`src/rtl/reset_seq_ctrl.sv`:
```
// Power-on reset sequencer: releases NUM_STAGES reset domains in order, each after a hold
// delay and an optional ack with timeout, plus done/fail status and a heartbeat LED.
module reset_seq_ctrl #(
  parameter int unsigned NUM_STAGES = 4,
  parameter int unsigned CNT_W = 32,
  parameter int unsigned STAGE_DELAY = 10_000_000,
  parameter int unsigned TIMEOUT = 100_000_000,
  parameter int unsigned HB_PERIOD = 100_000_000,
  parameter logic [NUM_STAGES-1:0] ACK_MASK = '0,
  localparam int unsigned IDX_W = (NUM_STAGES > 1) ? $clog2(NUM_STAGES) : 1
) (
  input  logic                  clk0,
  input  logic                  reset_in,
  input  logic                  sw_reset_req,
  input  logic [NUM_STAGES-1:0] stage_ack,
  output logic [NUM_STAGES-1:0] stage_reset,
  output logic                  seq_done,
  output logic                  seq_fail,
  output logic [IDX_W-1:0]      fail_stage,
  output logic                  heartbeat
);

  localparam longint unsigned CNT_SPAN = 64'd1 << CNT_W;

  if (NUM_STAGES < 1 || HB_PERIOD < 4 || STAGE_DELAY < 1 || TIMEOUT < 1 ||
      STAGE_DELAY > CNT_SPAN || TIMEOUT > CNT_SPAN || HB_PERIOD > CNT_SPAN) begin : g_param_check
    $error("reset_seq_ctrl: illegal parameter combination");
  end

  localparam logic [CNT_W-1:0] DELAY_LAST   = CNT_W'(STAGE_DELAY - 1);
  localparam logic [CNT_W-1:0] TIMEOUT_LAST = CNT_W'(TIMEOUT - 1);
  localparam logic [CNT_W-1:0] HB_LAST      = CNT_W'(HB_PERIOD - 1);
  localparam logic [CNT_W-1:0] HB_FAST_LAST = CNT_W'(HB_PERIOD / 4 - 1);
  localparam logic [IDX_W-1:0] LAST_IDX     = IDX_W'(NUM_STAGES - 1);

  typedef enum logic [1:0] {ST_DELAY, ST_ACK, ST_RUN, ST_FAIL} state_t;

  state_t                  state, state_nxt;
  logic [IDX_W-1:0]        idx, idx_nxt;
  logic [CNT_W-1:0]        cnt, cnt_nxt;
  logic [NUM_STAGES-1:0]   stage_reset_nxt;
  logic                    seq_done_nxt, seq_fail_nxt;
  logic [IDX_W-1:0]        fail_stage_nxt;

  always_comb begin
    // NOTE: every next-value signal starts from its held value so no path leaves it unassigned (no latch).
    state_nxt       = state;
    idx_nxt         = idx;
    cnt_nxt         = cnt;
    stage_reset_nxt = stage_reset;
    seq_done_nxt    = seq_done;
    seq_fail_nxt    = seq_fail;
    fail_stage_nxt  = fail_stage;

    unique case (state)
      ST_DELAY: begin
        if (cnt == DELAY_LAST) begin
          stage_reset_nxt[idx] = 1'b0;
          cnt_nxt              = '0;
          state_nxt            = ST_ACK;
        end else begin
          cnt_nxt = cnt + CNT_W'(1);
        end
      end
      ST_ACK: begin
        // The ack is tested before the timeout so an ack on the last cycle still wins.
        if (!ACK_MASK[idx] || stage_ack[idx]) begin
          if (idx == LAST_IDX) begin
            seq_done_nxt = 1'b1;
            state_nxt    = ST_RUN;
          end else begin
            idx_nxt   = idx + IDX_W'(1);
            cnt_nxt   = '0;
            state_nxt = ST_DELAY;
          end
        end else if (cnt == TIMEOUT_LAST) begin
          seq_fail_nxt   = 1'b1;
          fail_stage_nxt = idx;
          state_nxt      = ST_FAIL;
        end else begin
          cnt_nxt = cnt + CNT_W'(1);
        end
      end
      ST_RUN, ST_FAIL: ;
    endcase

    if (sw_reset_req) begin
      state_nxt       = ST_DELAY;
      idx_nxt         = '0;
      cnt_nxt         = '0;
      stage_reset_nxt = '1;
      seq_done_nxt    = 1'b0;
      seq_fail_nxt    = 1'b0;
      fail_stage_nxt  = '0;
    end
  end

  always_ff @(posedge clk0) begin
    // NOTE: non-blocking assignments so every register samples pre-edge values regardless of order.
    if (!reset_in) begin
      state       <= ST_DELAY;
      idx         <= '0;
      cnt         <= '0;
      stage_reset <= '1;
      seq_done    <= 1'b0;
      seq_fail    <= 1'b0;
      fail_stage  <= '0;
    end else begin
      state       <= state_nxt;
      idx         <= idx_nxt;
      cnt         <= cnt_nxt;
      stage_reset <= stage_reset_nxt;
      seq_done    <= seq_done_nxt;
      seq_fail    <= seq_fail_nxt;
      fail_stage  <= fail_stage_nxt;
    end
  end

  logic [CNT_W-1:0] hb_cnt;
  logic [CNT_W-1:0] hb_last;

  assign hb_last = seq_fail ? HB_FAST_LAST : HB_LAST;

  // A count already past a freshly shortened limit restarts silently instead of wrapping.
  always_ff @(posedge clk0) begin
    if (!reset_in) begin
      hb_cnt    <= '0;
      heartbeat <= 1'b0;
    end else if (hb_cnt >= hb_last) begin
      hb_cnt <= '0;
      if (hb_cnt == hb_last) heartbeat <= ~heartbeat;
    end else begin
      hb_cnt <= hb_cnt + CNT_W'(1);
    end
  end

endmodule
```
`config.mk`:
```
export PLATFORM = sky130hd
export DESIGN_NAME = reset_seq_ctrl
export DESIGN_NICKNAME = d
export VERILOG_FILES = /design/src/rtl/reset_seq_ctrl.sv
export SDC_FILE = /design/constraint.sdc
export NUM_CORES = 1
export LEC_CHECK = 0
export ABC_AREA = 0
export CORE_ASPECT_RATIO = 1.4
export CORE_MARGIN = 1.5
export CORE_UTILIZATION = 50
export CTS_BUF_LIST = sky130_fd_sc_hd__clkbuf_16
export DETAILED_ROUTE_END_ITERATION = 10
export PLACE_DENSITY = 0.68
export SLEW_MARGIN = 20
export SYNTH_ARGS = -nofsm -noshare
export SYNTH_HDL_FRONTEND = slang
export SYNTH_SLANG_ARGS = --single-unit
```
`constraint.sdc`:
```
create_clock -name clk0 -period 2.75 [get_ports clk0]
set_input_delay 0.55 -clock clk0 [delete_from_list [all_inputs] [get_ports clk0]]
set_output_delay 0.55 -clock clk0 [all_outputs]
set_load 0.005 [all_outputs]
```
* Word-level counts from Yosys, hierarchy flattened
Cells that the tools add are included.
** Word-level totals
- Output and inout port bits :: 9
- Input port bits :: 7
- Logic and storage cells :: 61
- Bits in registers :: 77
** Operators by class
- Equality and inequality tests :: 9
- Magnitude comparators :: 3
- Add/subtract/negate cells :: 3
- Mux-type cells :: 17
- Reduce and logical (&&, ||, !) cells :: 14
- Bitwise logic cells :: 6
** Operator list (count)
- 2-to-1 mux 32 bit :: 4
- adder 32 x 1 -> 32 bit, second input constant :: 2
- case mux 32 bit (2 select lines) :: 1
- equality test 32 x 24 -> 1 bit, second input constant :: 1
- equality test 32 x 27 -> 1 bit :: 1
- equality test 32 x 27 -> 1 bit, second input constant :: 1
- greater-or-equal comparator 32 x 27 -> 1 bit :: 1
- 2-to-1 mux 27 bit :: 1
- AND reduction 3 bit :: 5
- != test 3 bit, second input constant :: 3
- 2-to-1 mux 2 bit :: 4
- bitwise AND 4 bit :: 1
- binary-select mux 1 bit (select 2 bit) :: 2
- NOT 1 bit :: 4
- NOT 4 bit :: 1
- case mux 2 bit (2 select lines) :: 1
- AND reduction 2 bit :: 2
- OR reduction 2 bit :: 2
- < comparator 2 x 3 -> 1 bit, second input constant :: 1
- 2-to-1 mux 1 bit :: 3
- adder 2 x 1 -> 2 bit, second input constant :: 1
- demux 1 bit (select 2 bit) :: 1
- equality test 2 x 1 -> 1 bit, second input constant :: 1
- equality test 2 bit, second input constant :: 1
- other kinds (7) :: 7

* Logic depth before layout (Yosys ltp)
- Word-level depth :: 6
- Depth in mapped cells :: 8
- Gate-level depth less buffers :: 6

* Worst setup path after synthesis
No wires, ideal clock.
- Path kind :: flip-flop to flip-flop
- Start point :: register cnt[13]
- End point :: register cnt[26]
- Data required time :: 2633 ps
- Clock period less this slack :: 1974 ps
- Arrival :: 1857 ps
- Cell stages (with the launch flop) :: 8
- Buffers on the path :: 2
- Setup slack :: 776 ps
- Library setup time :: 117 ps
- Cell sequence :: dfxtp_1 buf_6 or4b_4 nor4_4 a21oi_2 buf_6 a21o_1 a22o_1
** On the way
- Longest elaborated chain between the ends :: 4
- Elaborated cells between the ends (all ways) :: 9
- Those cells by class :: 1 x add/sub; 3 x eq/ne; 4 x mux; 1 x reduce/logical
** RTL lines
- start: declaration :: RTL line 40 : logic [CNT_W-1:0] cnt, cnt_nxt;
- start signal: assignment :: RTL line 111 : cnt <= cnt_nxt;
- adder 32 x 1 -> 32 bit :: RTL line 62, 81
- 2-to-1 mux 32 bit :: RTL line 76 : end else if (cnt == TIMEOUT_LAST) begin
- 2-to-1 mux 32 bit :: RTL line 67 : if (!ACK_MASK[idx] || stage_ack[idx]) begin
- case mux 32 bit (2 select lines) :: RTL line 55 : unique case (state)
Several ways; a longest one is shown, not always the timed one. The select of a mux whose other input is x is not followed.
A chain may end at the register's enable or synchronous reset.

* Worst setup path after layout
- Start point :: register cnt[13]
- End point :: register cnt[24]
The elaborated chain is that of the path after synthesis.

==> results.ini <==
[floorplan]
die_w_um=73.7
ios=16
fp.dieArea_um2=7520
placementRows=35
start_util_pct=52.3
core_um2=6700
fp.dieH_um=102

[setup_path]
cp_cell_sequence=or4b_4 -> nor4_4 -> a21oi_2 -> buf_4 -> and3_1 -> a221o_1
critical_path.top_delay_family=simple AND/OR/NAND/NOR gates
crit_slowest_cell=or4b_4
end_kind=flip-flop
crit_fanout=21
worstPathRequired_ns=2.97
critPathKind=flip-flop to flip-flop
crit_buf_inv=1
cp-start-kind=flip-flop
arrival_ns=2.43
slowest_delay_ns=0.59

[timing]
finalCritPeriodShare_pct=80.5
period_minus_slack_ns=2.21
fmax_ghz=0.452
worst_slew_pin_slew_ns=0.660
fin_setup_tns_ns=0
slew-limit-headroom_pct=55.9
slew_viol_final=0
rsz0062_at_grt=false
setup_violations=0
fin_hold_ws_ns=0.450
timing.final.hold_violations=0
clock_skew_ns=0.00575

[grt]
grt_pass1_vias=2692
grt_usage_pct=21.4
grt_overflow=0
grt_max_degree=28
antenna_found_initial=0
grt_pass1_wl_mm=12.3

[yosys]
synthTopCellsByArea=dfxtp_1, nor2_1, xor2_1
async_flop_share_pct=0
synthTopCellsByCount=dfxtp_1, nor2_1, nand2_1
yosys.area.top_type=dfxtp_1
synth_warnings=0
synth.avg_cell_area_um2=8.58
synthCells=408
synth_top_area_share_pct=42.3
ys_types=46
ys_seq_area_share_pct=42.3
synth_most_common_cell=dfxtp_1
synth_edf_count=0
syn-cell-area_um2=3500
ys.flop_type=dfxtp_1
ys_seq_elements=74

[power_and_ir_drop]
power.internal_mw=1.80
switching_power_mw=0.480
p_leak_nw=1.37
ir_drop_uv=407
p_per_area_nw_per_um2=570
swShare_pct=21.1
pwr-share-clk_pct=50.4
sequentialPowerShare_pct=47.8
fin_total_pwr_mw=2.27
combinationalPowerShare_pct=1.8

[drt]
firstDrtPassIters=4
drt-total-wl_mm=7.44
vias_per_cell=5.64
antenna_left=0
drcViolationCount=0
vias=2956
initialDrtViolationCount=152
wl_per_cell_um=14.2

[layout]
multiInputGateArea_um2=1910
drive_above_1_share_pct=7.64
layoutNonFillerInstCount=524
fillCellCount=607
diodes=0
seqCellArea_um2=1480
final_util_pct=59.6
fin_nets=440
area.growth.synth_to_final_pct=14.0

[clocking]
cts.clk_slew.worst_paths_ns=0.06
cts_setup_buffers=0
htree_levels=3
clk_latency_ns=0.33
cts_sinks=74
hold_buffers=0
cts_resized=0
tritoncts=yes
cts_made_buffers=9
clock_path_buffers=2
cts-root-buf=clkbuf_16

[status]
run_status=complete, no violations

[placed_design]
place_inst=508
io_buffers=8
place_congestion=0.811
dp_hpwl_mm=5.25

[hold_path]
min_path_type=flip-flop to flip-flop

[flow_run]
cap_violations=0

-- cell type report --
cell class / count / area share, %
sequential: 74 / 37.1
clock buffer: 9 / 5.64
inverter: 12 / 1.13
clock inverter: 7 / 1.79
multi-input combinational: 314 / 47.9
tap: 92 / 2.88
timing repair buffer: 16 / 3.51
-- worst paths after layout --
kind | startpoint | endpoint | slack (ns) | depth (start not counted)
min reg2reg | stage_reset[0]$_SDFFE_PP1P_ | stage_reset[0]$_SDFFE_PP1P_ | 0.45 | 1
min | stage_reset[0]$_SDFFE_PP1P_ | stage_reset[0]$_SDFFE_PP1P_ | 0.45 | 1
max | cnt[13]$_SDFFE_PP0P_ | cnt[24]$_SDFFE_PP0P_ | 0.54 | 6
max reg2reg | cnt[13]$_SDFFE_PP0P_ | cnt[24]$_SDFFE_PP0P_ | 0.54 | 6
-- layer usage --
| layer | part of all wire, % | GRT usage (%) | vias to the layer above |
|---|---|---|---|
| met2 | 53 | 35.8 | 45 |
| met3 | 2.7 | 4.83 | 10 |
| met4 | 1.4 | 10.5 | 0 |
| met5 | 0 | 0 | - |
| met1 | 43 | 25.5 | 1393 |
| li1 | - | - | 1508 |
-- power groups by stage --
| stage | combinational [mW] | clock (mW) | sequential [mW] |
|---|---|---|---|
| 2_1_floorplan | 0.0355 | 0 | 1.11 |
| 3_3_place_gp | 0.0407 | 0 | 1.11 |
| 3_5_place_dp | 0.0416 | 0 | 1.11 |
| 4_1_cts | 0.0416 | 1.17 | 1.09 |
| 5_1_grt | 0.0472 | 1.22 | 1.09 |
| 6_report | 0.0420 | 1.15 | 1.09 |
-- layout by cell type (no fill, tap or decap), types with 2 or more instances in the layout --
cell type,synthesis,layout
a21o_1,9,9
a21oi_1,17,17
a221o_1,2,2
a22o_1,3,3
a22oi_1,2,2
a31oi_1,20,20
and3_1,11,11
and4_1,7,7
buf_4,3,8
clkbuf_16,0,9
clkdlybuf4s50_1,0,8
clkinv_4,0,2
clkinvlp_4,0,2
conb_1,1,8
dfxtp_1,74,74
ha_1,6,6
inv_1,11,12
nand2_1,32,32
nand2b_1,6,6
nand3_1,20,20
nand3b_1,2,2
nand4_1,22,22
nor2_1,53,53
nor3_1,11,11
nor4_1,14,14
nor4_4,2,2
o21ai_0,9,9
o21ai_1,2,2
or2_2,2,2
or3_1,2,2
or4_1,3,3
xnor2_1,13,13
xor2_1,22,22
-- kinds of logic after synthesis --
| family | share of synthesized area (%) |
|---|---|
| xor+xnor | 8.75 |
| fa+ha+maj | 2.14 |
| flops | 42.3 |
| simple gates | 29.9 |
| buf+inv | 4.00 |
| compound gates | 12.5 |
| mux | 0.286 |
| other cells | 0.107 |
-- state kept, by name, summed over array words and instances (netlist names) --
register / cells
cnt: 32
seq_done: 1
heartbeat: 1
hb_cnt: 32
state: 2
stage_reset: 4
idx: 2
-- metrics by stage --
| stage | worst slack, ns | area, µm² |
|---|---|---|
| 6_report | 0.536 | 3990 |
| 5_1_grt | 0.381 | 3990 |
| 4_1_cts | 0.291 | 3990 |
| 3_5_place_dp | 0.318 | 3690 |
| 3_3_place_gp | 0.376 | 3690 |
| 2_1_floorplan | 0.776 | 3530 |
No activity file was read; power rests on OpenSTA's default activity.
